`config.mk`:
```
export PLATFORM = sky130hd
export DESIGN_NAME = piso_shift_tx
export DESIGN_NICKNAME = d
export VERILOG_FILES = /design/src/rtl/piso_shift_tx.sv
export SDC_FILE = /design/constraint.sdc
export NUM_CORES = 1
export LEC_CHECK = 0
export CORE_AREA = 2 2 39 41
export DETAILED_ROUTE_END_ITERATION = 12
export DIE_AREA = 0 0 41 43
export GPL_ROUTABILITY_DRIVEN = 0
export MAX_ROUTING_LAYER = met4
export SETUP_SLACK_MARGIN = 0.15
export SYNTH_ARGS = -nofsm -noshare
export SYNTH_HDL_FRONTEND = slang
export SYNTH_SLANG_ARGS = --single-unit
```
`constraint.sdc`:
```
create_clock -name clk -period 1.8 [get_ports clk]
set_clock_uncertainty 0.2 [all_clocks]
set_input_delay 0.36 -clock clk [delete_from_list [all_inputs] [get_ports clk]]
set_output_delay 0.36 -clock clk [all_outputs]
set_load 0.02 [all_outputs]
```
`src/rtl/piso_shift_tx.sv`:
```
// Parallel-in serial-out transmitter: captures a word on load/ready and shifts it
// out one bit per clock with valid, frame-start and end-of-word done strobes.
module piso_shift_tx #(
  parameter int WIDTH     = 4,
  parameter bit MSB_FIRST = 1'b1
) (
  input  logic             clk,
  input  logic             rst,
  input  logic             load,
  input  logic [WIDTH-1:0] parallel_in,
  output logic             ready,
  output logic             serial_out,
  output logic             serial_valid,
  output logic             frame_start,
  output logic             done
);

  localparam int CW = (WIDTH > 1) ? $clog2(WIDTH) : 1;
  localparam logic [CW-1:0] LAST = CW'(WIDTH - 1);

  typedef enum logic {IDLE, SHIFT} state_t;

  state_t           state_reg, state_next;
  logic [WIDTH-1:0] shift_reg, shift_next;
  logic [CW-1:0]    count_reg, count_next;
  logic             ready_reg, ready_next;
  logic             out_reg, out_next;
  logic             valid_reg, valid_next;
  logic             frame_reg, frame_next;
  logic             done_reg, done_next;

  logic accept;
  logic last_bit;

  assign accept   = load && ready_reg;
  assign last_bit = (state_reg == SHIFT) && (count_reg == LAST);

  // State and registered outputs
  always_ff @(posedge clk) begin
    if (rst) begin
      state_reg <= IDLE;
      shift_reg <= '0;
      count_reg <= '0;
      ready_reg <= 1'b1;
      out_reg   <= 1'b0;
      valid_reg <= 1'b0;
      frame_reg <= 1'b0;
      done_reg  <= 1'b0;
    end else begin
      state_reg <= state_next;
      shift_reg <= shift_next;
      count_reg <= count_next;
      ready_reg <= ready_next;
      out_reg   <= out_next;
      valid_reg <= valid_next;
      frame_reg <= frame_next;
      done_reg  <= done_next;
    end
  end

  // Next-state logic
  always_comb begin
    state_next = state_reg;
    case (state_reg)
      IDLE:    if (accept) state_next = SHIFT;
      SHIFT:   if (last_bit && !accept) state_next = IDLE;
      default: state_next = IDLE;
    endcase
  end

  // Datapath and output next values
  always_comb begin
    shift_next = shift_reg;
    count_next = count_reg;
    ready_next = ready_reg;
    out_next   = out_reg;
    valid_next = valid_reg;
    frame_next = 1'b0;
    done_next  = 1'b0;
    if (accept) begin
      // Accept in SHIFT can only happen on the last-bit cycle: back-to-back word.
      shift_next = MSB_FIRST ? (parallel_in << 1) : (parallel_in >> 1);
      out_next   = MSB_FIRST ? parallel_in[WIDTH-1] : parallel_in[0];
      count_next = '0;
      valid_next = 1'b1;
      frame_next = 1'b1;
      ready_next = (WIDTH == 1);
      done_next  = (state_reg == SHIFT);
    end else if (state_reg == SHIFT) begin
      if (last_bit) begin
        count_next = '0;
        out_next   = 1'b0;
        valid_next = 1'b0;
        ready_next = 1'b1;
        done_next  = 1'b1;
      end else begin
        count_next = count_reg + CW'(1);
        shift_next = MSB_FIRST ? (shift_reg << 1) : (shift_reg >> 1);
        out_next   = MSB_FIRST ? shift_reg[WIDTH-1] : shift_reg[0];
        valid_next = 1'b1;
        ready_next = ((count_reg + CW'(1)) == LAST);
      end
    end else begin
      out_next   = 1'b0;
      valid_next = 1'b0;
      ready_next = 1'b1;
    end
  end

  always_comb begin
    ready        = ready_reg;
    serial_out   = out_reg;
    serial_valid = valid_reg;
    frame_start  = frame_reg;
    done         = done_reg;
  end

endmodule
```
-- Word-level counts from Yosys, hierarchy flattened
Index checks and enable logic that the tools add are counted.
- add/sub/neg operators: 1
- reductions and logical operators: 7
- eq/ne operators: 3
- bitwise operators: 1
- multiplexer cells: 19
- operators by type and width (cell ; number):
    1-bit 2-to-1 mux ; 14
    4-bit 2-to-1 mux ; 3
    2-bit == test (second input constant) ; 2
    1-bit logical AND ; 3
    2-bit by 1-bit adder with 2-bit output (second input constant) ; 1
    2-bit 2-to-1 mux ; 1
    2-bit != test (second input constant) ; 1
    1-bit one-hot mux with 2 select lines ; 1
    2-bit AND reduction ; 1
    2-bit nonzero test ; 1
    2-bit OR reduction ; 1
    1-bit zero test ; 1
    1-bit NOT ; 1
- output and inout bits: 5
- bits in registers: 11

-- Longest topological paths before layout
Gate-level depths: netlist of run 1.
- depth after elaboration: 5
- mapped depth: 5
- mapped depth without buffers: 4

-- Worst setup path before layout of run 1
Ideal clock, no wire load.
- path type: flip-flop to flip-flop
- start point: register count_reg[0]
- end point: register out_reg (netlist: serial_out)
- slack: 319 ps
- clock period less this slack: 1481 ps
- data required time: 1530 ps
- setup time: 70 ps
- stages on the path, launching flop included: 6
- path buffers: 1
- arrival: 1211 ps
- cell sequence: dfxtp_1 -> ha_1 -> nand2b_1 -> buf_6 -> or3b_1 -> a21oi_1
- cells in the longest elaborated chain, start to end: 5
- RTL lines (what ; RTL line ; RTL):
    start: declaration ; 25 ; logic [CW-1:0] count_reg, count_next;
    start signal: assignment ; 52 ; count_reg <= count_next;
    2-bit == test ; 36 ; assign last_bit = (state_reg == SHIFT) && (count_reg == LAST);
    1-bit logical AND ; 36 ;
    1-bit 2-to-1 mux ; 90 ; if (last_bit) begin
    1-bit 2-to-1 mux ; 89 ; end else if (state_reg == SHIFT) begin
    1-bit 2-to-1 mux ; 80 ; if (accept) begin
    end signal: assignment ; 54 ; out_reg <= out_next;
    end: declaration ; 27 ; logic out_reg, out_next;
No other way between the ends.
A chain may end at the register's enable or synchronous reset.

-- Worst setup path after layout of run 1
Same ends and word-level chain as after synthesis.

==> impl_metrics.toml, run 1 <==
[finish]
layout_commonest_cell = "dfxtp_1"
mostFrequentLayoutCells = "dfxtp_1, clkdlybuf4s50_1, nor2_1, dlygate4sd2_1, a21oi_1"
diodes = 0
drive_above_1_share = 0.125
largest_reg_flops = 3
utilization = 0.410
syn_to_final_growth_pct = 34.4
final_nets = 66

[drt]
drcViolationCount = 0
antenna_left = 0
vias_per_cell = 4.63
wl_per_cell_um = 9.72
drtPass1Iterations = 4
via_count = 333
drt_first_iter_violations = 2
wl_um = 700

[logic_synthesis]
yosys.area_share.xor_xnor = 0
synthMuxAreaShare = 0.0742
syn_nets = 51
seq_area_frac_synth = 0.522
synthAdderAreaFrac = 0.0593
ys.warnings.count = 0
avgSynthCellArea_um2 = 10.0
yosys.area_share.simple = 0.184
synth_top_family_by_area = "simple AND/OR/NAND/NOR gates"
syn_area_um2 = 422
postSynthCellCount = 42
ys_ff_latch = 11
synth_compound_area_frac = 0.116
yosysUniqueCellTypes = 19

[clock_tree]
hold_buffers = 0
cts_buffers = 3
numClockSinks = 11
cts_tree = "built"
cts_buffer_depth = 2
clock_latency_ns = 0.26
root_buffer = "clkbuf_4"
path_clk_slew_ns = 0.07
htreeDepth = 1

[global_route]
grt_max_degree = 11
track_usage = 0.108
overflow = 0
antenna_found_initial = 0
grt_pass1_wl_um = 1190
grt_pass1_vias = 307

[placement]
dpl.hpwl_um = 499
port_buffers = 11

[worst_hold_path]
hold_path_class = "reg2reg"

[critical_path]
criticalPathCategory = "reg2reg"
worst_path_max_delay_cell = "or3b_1"
slowest_delay_ns = 0.37
crit_chain = "ha_1 -> nand2b_2 -> or3b_1 -> a21oi_1"
endpoint_kind = "flip-flop"
start_kind = "flip-flop"
critPathArrivalTime_ns = 1.52
path_max_fanout = 8
cp.required_ns = 1.80

[floorplanning]
ioPinCount = 12
die_w_um = 41
die_h_um = 43
start_util = 0.305
num_rows = 14
design.core.area_mm2 = 0.00138
die_area_mm2 = 0.00176

[sta]
setup_violations = 0
tightestPinTransition_ns = 0.324
period_share = 0.847
report.final.slew_viol_count = 0
final_hold_viol_count = 0
setup-tns-final_ns = 0
rsz0062_at_grt = "no"
worst_slew_margin_rel = 0.778
max_freq_mhz = 656
fin_crit_ns = 1.52

[power_and_ir_drop]
p_clk_frac = 0.324
intPower_uw = 386
leakagePower_nw = 0.244
sw_frac_of_total = 0.249
powerDensity_mw_per_mm2 = 907
combPwrFrac = 0.151
irDropWorstVdd_v = 0.000284
p_seq_frac = 0.525
power_switching_uw = 128

[outcome]
status = "complete, no violations"

[flow_run]
maxCapViolCount = 0
-- per-layer routing --
metal / share of wire / GRT usage
met3: 0.079 / 0.0314
met5: 0 / -
met4: 0.020 / 0.120
met2: 0.47 / 0.138
met1: 0.43 / 0.121
-- kinds of logic (layout without fill, tap and decap cells) --
group                    count (synthesis)  after routing
multiplexers                             3              3
AO/OA/AOI/OAI                            8              8
adder cells (fa/ha/maj)                  2              2
buffers and inverters                    3             17
AND/OR/NAND/NOR                         15             15
flip-flops                              11             11
-- worst paths after layout --
kind | from | endpoint | slack [ns] | cells past startpoint
max | count_reg[0]$_SDFFE_PP0P_ | serial_out$_SDFF_PP0_ | 0.28 | 4
min | shift_reg[1]$_SDFFE_PP0P_ | shift_reg[1]$_SDFFE_PP0P_ | 0.28 | 2
max reg2reg | count_reg[0]$_SDFFE_PP0P_ | serial_out$_SDFF_PP0_ | 0.28 | 4
min reg2reg | shift_reg[1]$_SDFFE_PP0P_ | shift_reg[1]$_SDFFE_PP0P_ | 0.28 | 2
-- synthesized netlist by cell type --
library cell / n / share of area
mux2_2: 1 / 0.027
nand2b_1: 2 / 0.030
nand3_1: 1 / 0.012
clkbuf_1: 1 / 0.0089
or3b_1: 1 / 0.021
and2_4: 1 / 0.021
nor3_1: 1 / 0.012
a2111oi_0: 1 / 0.021
o21ai_0: 1 / 0.012
mux2i_1: 2 / 0.047
nand2_1: 3 / 0.027
a211oi_1: 2 / 0.036
nor3b_1: 1 / 0.018
buf_6: 1 / 0.027
inv_1: 1 / 0.0089
dfxtp_1: 11 / 0.52
nor2_1: 5 / 0.045
a21oi_1: 4 / 0.047
ha_1: 2 / 0.059
-- repair_timing --
item                       CTS  global route
gates resized for setup      5             1
buffers inserted             0             0
setup endpoints to repair    5             1
-- worst max-delay path: cells and delay by family, from the launching register on --
kind,cells,cell delay [ns]
AOI/OAI and AO/OA,1,0.13
adders and majority gates,1,0.20
DFF,1,0.32
and+or+nand+nor,2,0.62
-- stage by stage --
| stage | hold slack [ns] | cell area, µm² | instances | worst slack (ns) | power (mW) |
|---|---|---|---|---|---|
| after floorplan | 0.247 | 422 | 42 | 0.319 | 0.326 |
| after global placement | 0.259 | 544 | 68 | 0.0796 | 0.359 |
| after global routing | 0.317 | 567 | 72 | 0.201 | 0.546 |
| after detailed placement | 0.270 | 544 | 68 | 0.0704 | 0.358 |
| after CTS | 0.280 | 564 | 72 | 0.226 | 0.521 |
| final | 0.280 | 567 | 72 | 0.276 | 0.514 |
-- power by group through the flow --
stage / clock, mW / combinational (mW) / sequential [mW]
global route: 0.186 / 0.0876 / 0.272
finish: 0.167 / 0.0775 / 0.270
detailed placement: 0 / 0.0828 / 0.276
global placement: 0 / 0.0830 / 0.276
floorplan: 0 / 0.0425 / 0.283
CTS: 0.173 / 0.0780 / 0.270
-- layout make-up --
type,instances,area (µm²)
timing repair buffer,12,111
multi-input combinational,28,185
sequential,11,220
clock buffer,4,26.3
fill,157,817
tap,16,20.0
inverter,1,3.75
Note: power is estimated with default switching activity, not from simulation.
==> inputs of run 2 (changes only) <==
Clock period 1.8 ns to 1.59 ns, I/O delays scaled along.
==> run 2 against run 1 <==
Compared with the run above:
- total power grew 14%
- die area did not move
- global-route usage increased by 1.3 points
- sequential share of layout area shrank 0.21 points
- critical endpoint unchanged
- register-to-register slack lost 0.11 ns
- sequential cell count unchanged
- largest power group unchanged
==> impl_metrics.toml, run 2 (same netlist as run 1, synthesis figures left out) <==
[outcome]
status = "complete, no violations"

[finish]
drive_above_1_share = 0.263
largest_reg_flops = 3
mostFrequentLayoutCells = "dfxtp_1, clkdlybuf4s50_1, nor2_1"
syn_to_final_growth_pct = 35.9
fillers = 150
diodes = 0
layout_commonest_cell = "dfxtp_1"
multi_input_area_um2 = 196
final_nets = 67
seq_area_um2 = 221
utilization = 0.414

[critical_path]
start_kind = "flip-flop"
worst_path_max_delay_cell = "or3b_1"
slowest_delay_ns = 0.37
path_buf_inv = 0
path_max_fanout = 8
endpoint_kind = "flip-flop"
critPathArrivalTime_ns = 1.43
crit_chain = "ha_2 -> nand2b_4 -> or3b_1 -> a21oi_2"
criticalPathCategory = "reg2reg"
crit_family = "simple AND/OR/NAND/NOR gates"
cp.required_ns = 1.59

[drt]
wl_um = 789
via_count = 339
drt_first_iter_violations = 3
vias_per_cell = 4.64
drcViolationCount = 0
antenna_left = 0
drtPass1Iterations = 2
wl_per_cell_um = 10.8

[clock_tree]
htreeDepth = 1
numClockSinks = 11
clock_latency_ns = 0.26
root_buffer = "clkbuf_4"
cts_tree = "built"
path_clk_slew_ns = 0.07
hold_buffers = 0
postCtsSetupBuffers = 0
cts_buffers = 3
cts_buffer_depth = 2

[sta]
fin_ws_ns = 0.167
hold_ws_ns = 0.275
fin_crit_ns = 1.42
period_share = 0.895
max_freq_mhz = 703
report.final.slew_viol_count = 0
setup_violations = 0
final_hold_viol_count = 0
worst_slew_margin_rel = 0.785
tightestPinTransition_ns = 0.315
rsz0062_at_grt = "yes"

[worst_hold_path]
hold_path_class = "reg2reg"

[global_route]
grt_pass1_vias = 347
track_usage = 0.122
overflow = 0
grt_pass1_wl_um = 1380
grt_max_degree = 11
antenna_found_initial = 0

[floorplanning]
ioPinCount = 12
start_util = 0.305
die_h_um = 43
die_area_mm2 = 0.00176
num_rows = 14
design.core.area_mm2 = 0.00138
die_w_um = 41

[power_and_ir_drop]
powerDensity_mw_per_mm2 = 1020
total_power_uw = 586
irDropWorstVdd_v = 0.000373
leakagePower_nw = 0.236

[placement]
place_ws_ns = -0.0747
dpl.hpwl_um = 569
port_buffers = 11

[flow_run]
maxCapViolCount = 0
-- run 2: layout make-up --
type / instances / area share
Inverter: 1 / 0.00655
Sequential cell: 11 / 0.386
Tap cell: 16 / 0.0349
Clock buffer: 4 / 0.0459
Timing Repair Buffer: 13 / 0.183
Multi-Input combinational cell: 28 / 0.343
-- run 2: routing by layer --
layer / wire length, µm / share of wire / vias up / track usage
li1: - / - / 176 / -
met1: 332 / 0.42 / 151 / 0.130
met2: 381 / 0.48 / 10 / 0.178
met3: 54 / 0.068 / 2 / 0.0314
met4: 19 / 0.024 / 0 / 0.100
met5: 0 / 0 / - / -
-- run 2: metrics by stage --
stage / TNS [ns] / std cells / area (µm²)
6_report: 0 / 73 / 573
5_1_grt: 0 / 73 / 573
4_1_cts: 0 / 73 / 582
3_5_place_dp: -0.0747 / 69 / 562
3_3_place_gp: -0.0638 / 69 / 562
2_1_floorplan: 0 / 42 / 432
-- run 2: repair_timing --
action,4_1_cts,5_1_grt
gates resized for setup,5,11
hold endpoints to repair,0,0
endpoints found under the setup margin,5,10
-- run 2: power by group --
group          leakage [nW]  internal (mW)  total (mW)  switching (mW)
Combinational         0.130         0.0467      0.0919          0.0452
Sequential           0.0912          0.296       0.307          0.0115
Clock                0.0150         0.0969       0.187          0.0902
-- run 2: path summary, 6_finish.rpt --
path	from	endpoint	slack, ns	depth (start not counted)
max	count_reg[1]$_SDFFE_PP0P_	serial_out$_SDFF_PP0_	0.17	4
min	shift_reg[1]$_SDFFE_PP0P_	shift_reg[1]$_SDFFE_PP0P_	0.27	2
max reg2reg	count_reg[1]$_SDFFE_PP0P_	serial_out$_SDFF_PP0_	0.17	4
min reg2reg	shift_reg[1]$_SDFFE_PP0P_	shift_reg[1]$_SDFFE_PP0P_	0.27	2
-- run 2: worst register-to-register path, cell delays in order (launching register included) --
cell	delay, ns
dfxtp_2	0.33
ha_2	0.17
nand2b_4	0.18
or3b_1	0.38
a21oi_2	0.11
==> inputs of run 3 (changes only) <==
Settings changed: CAP_MARGIN set to 20.
==> results of run 3 <==
Same layout as run 2: the final DEF is identical, and so are final timing and power.
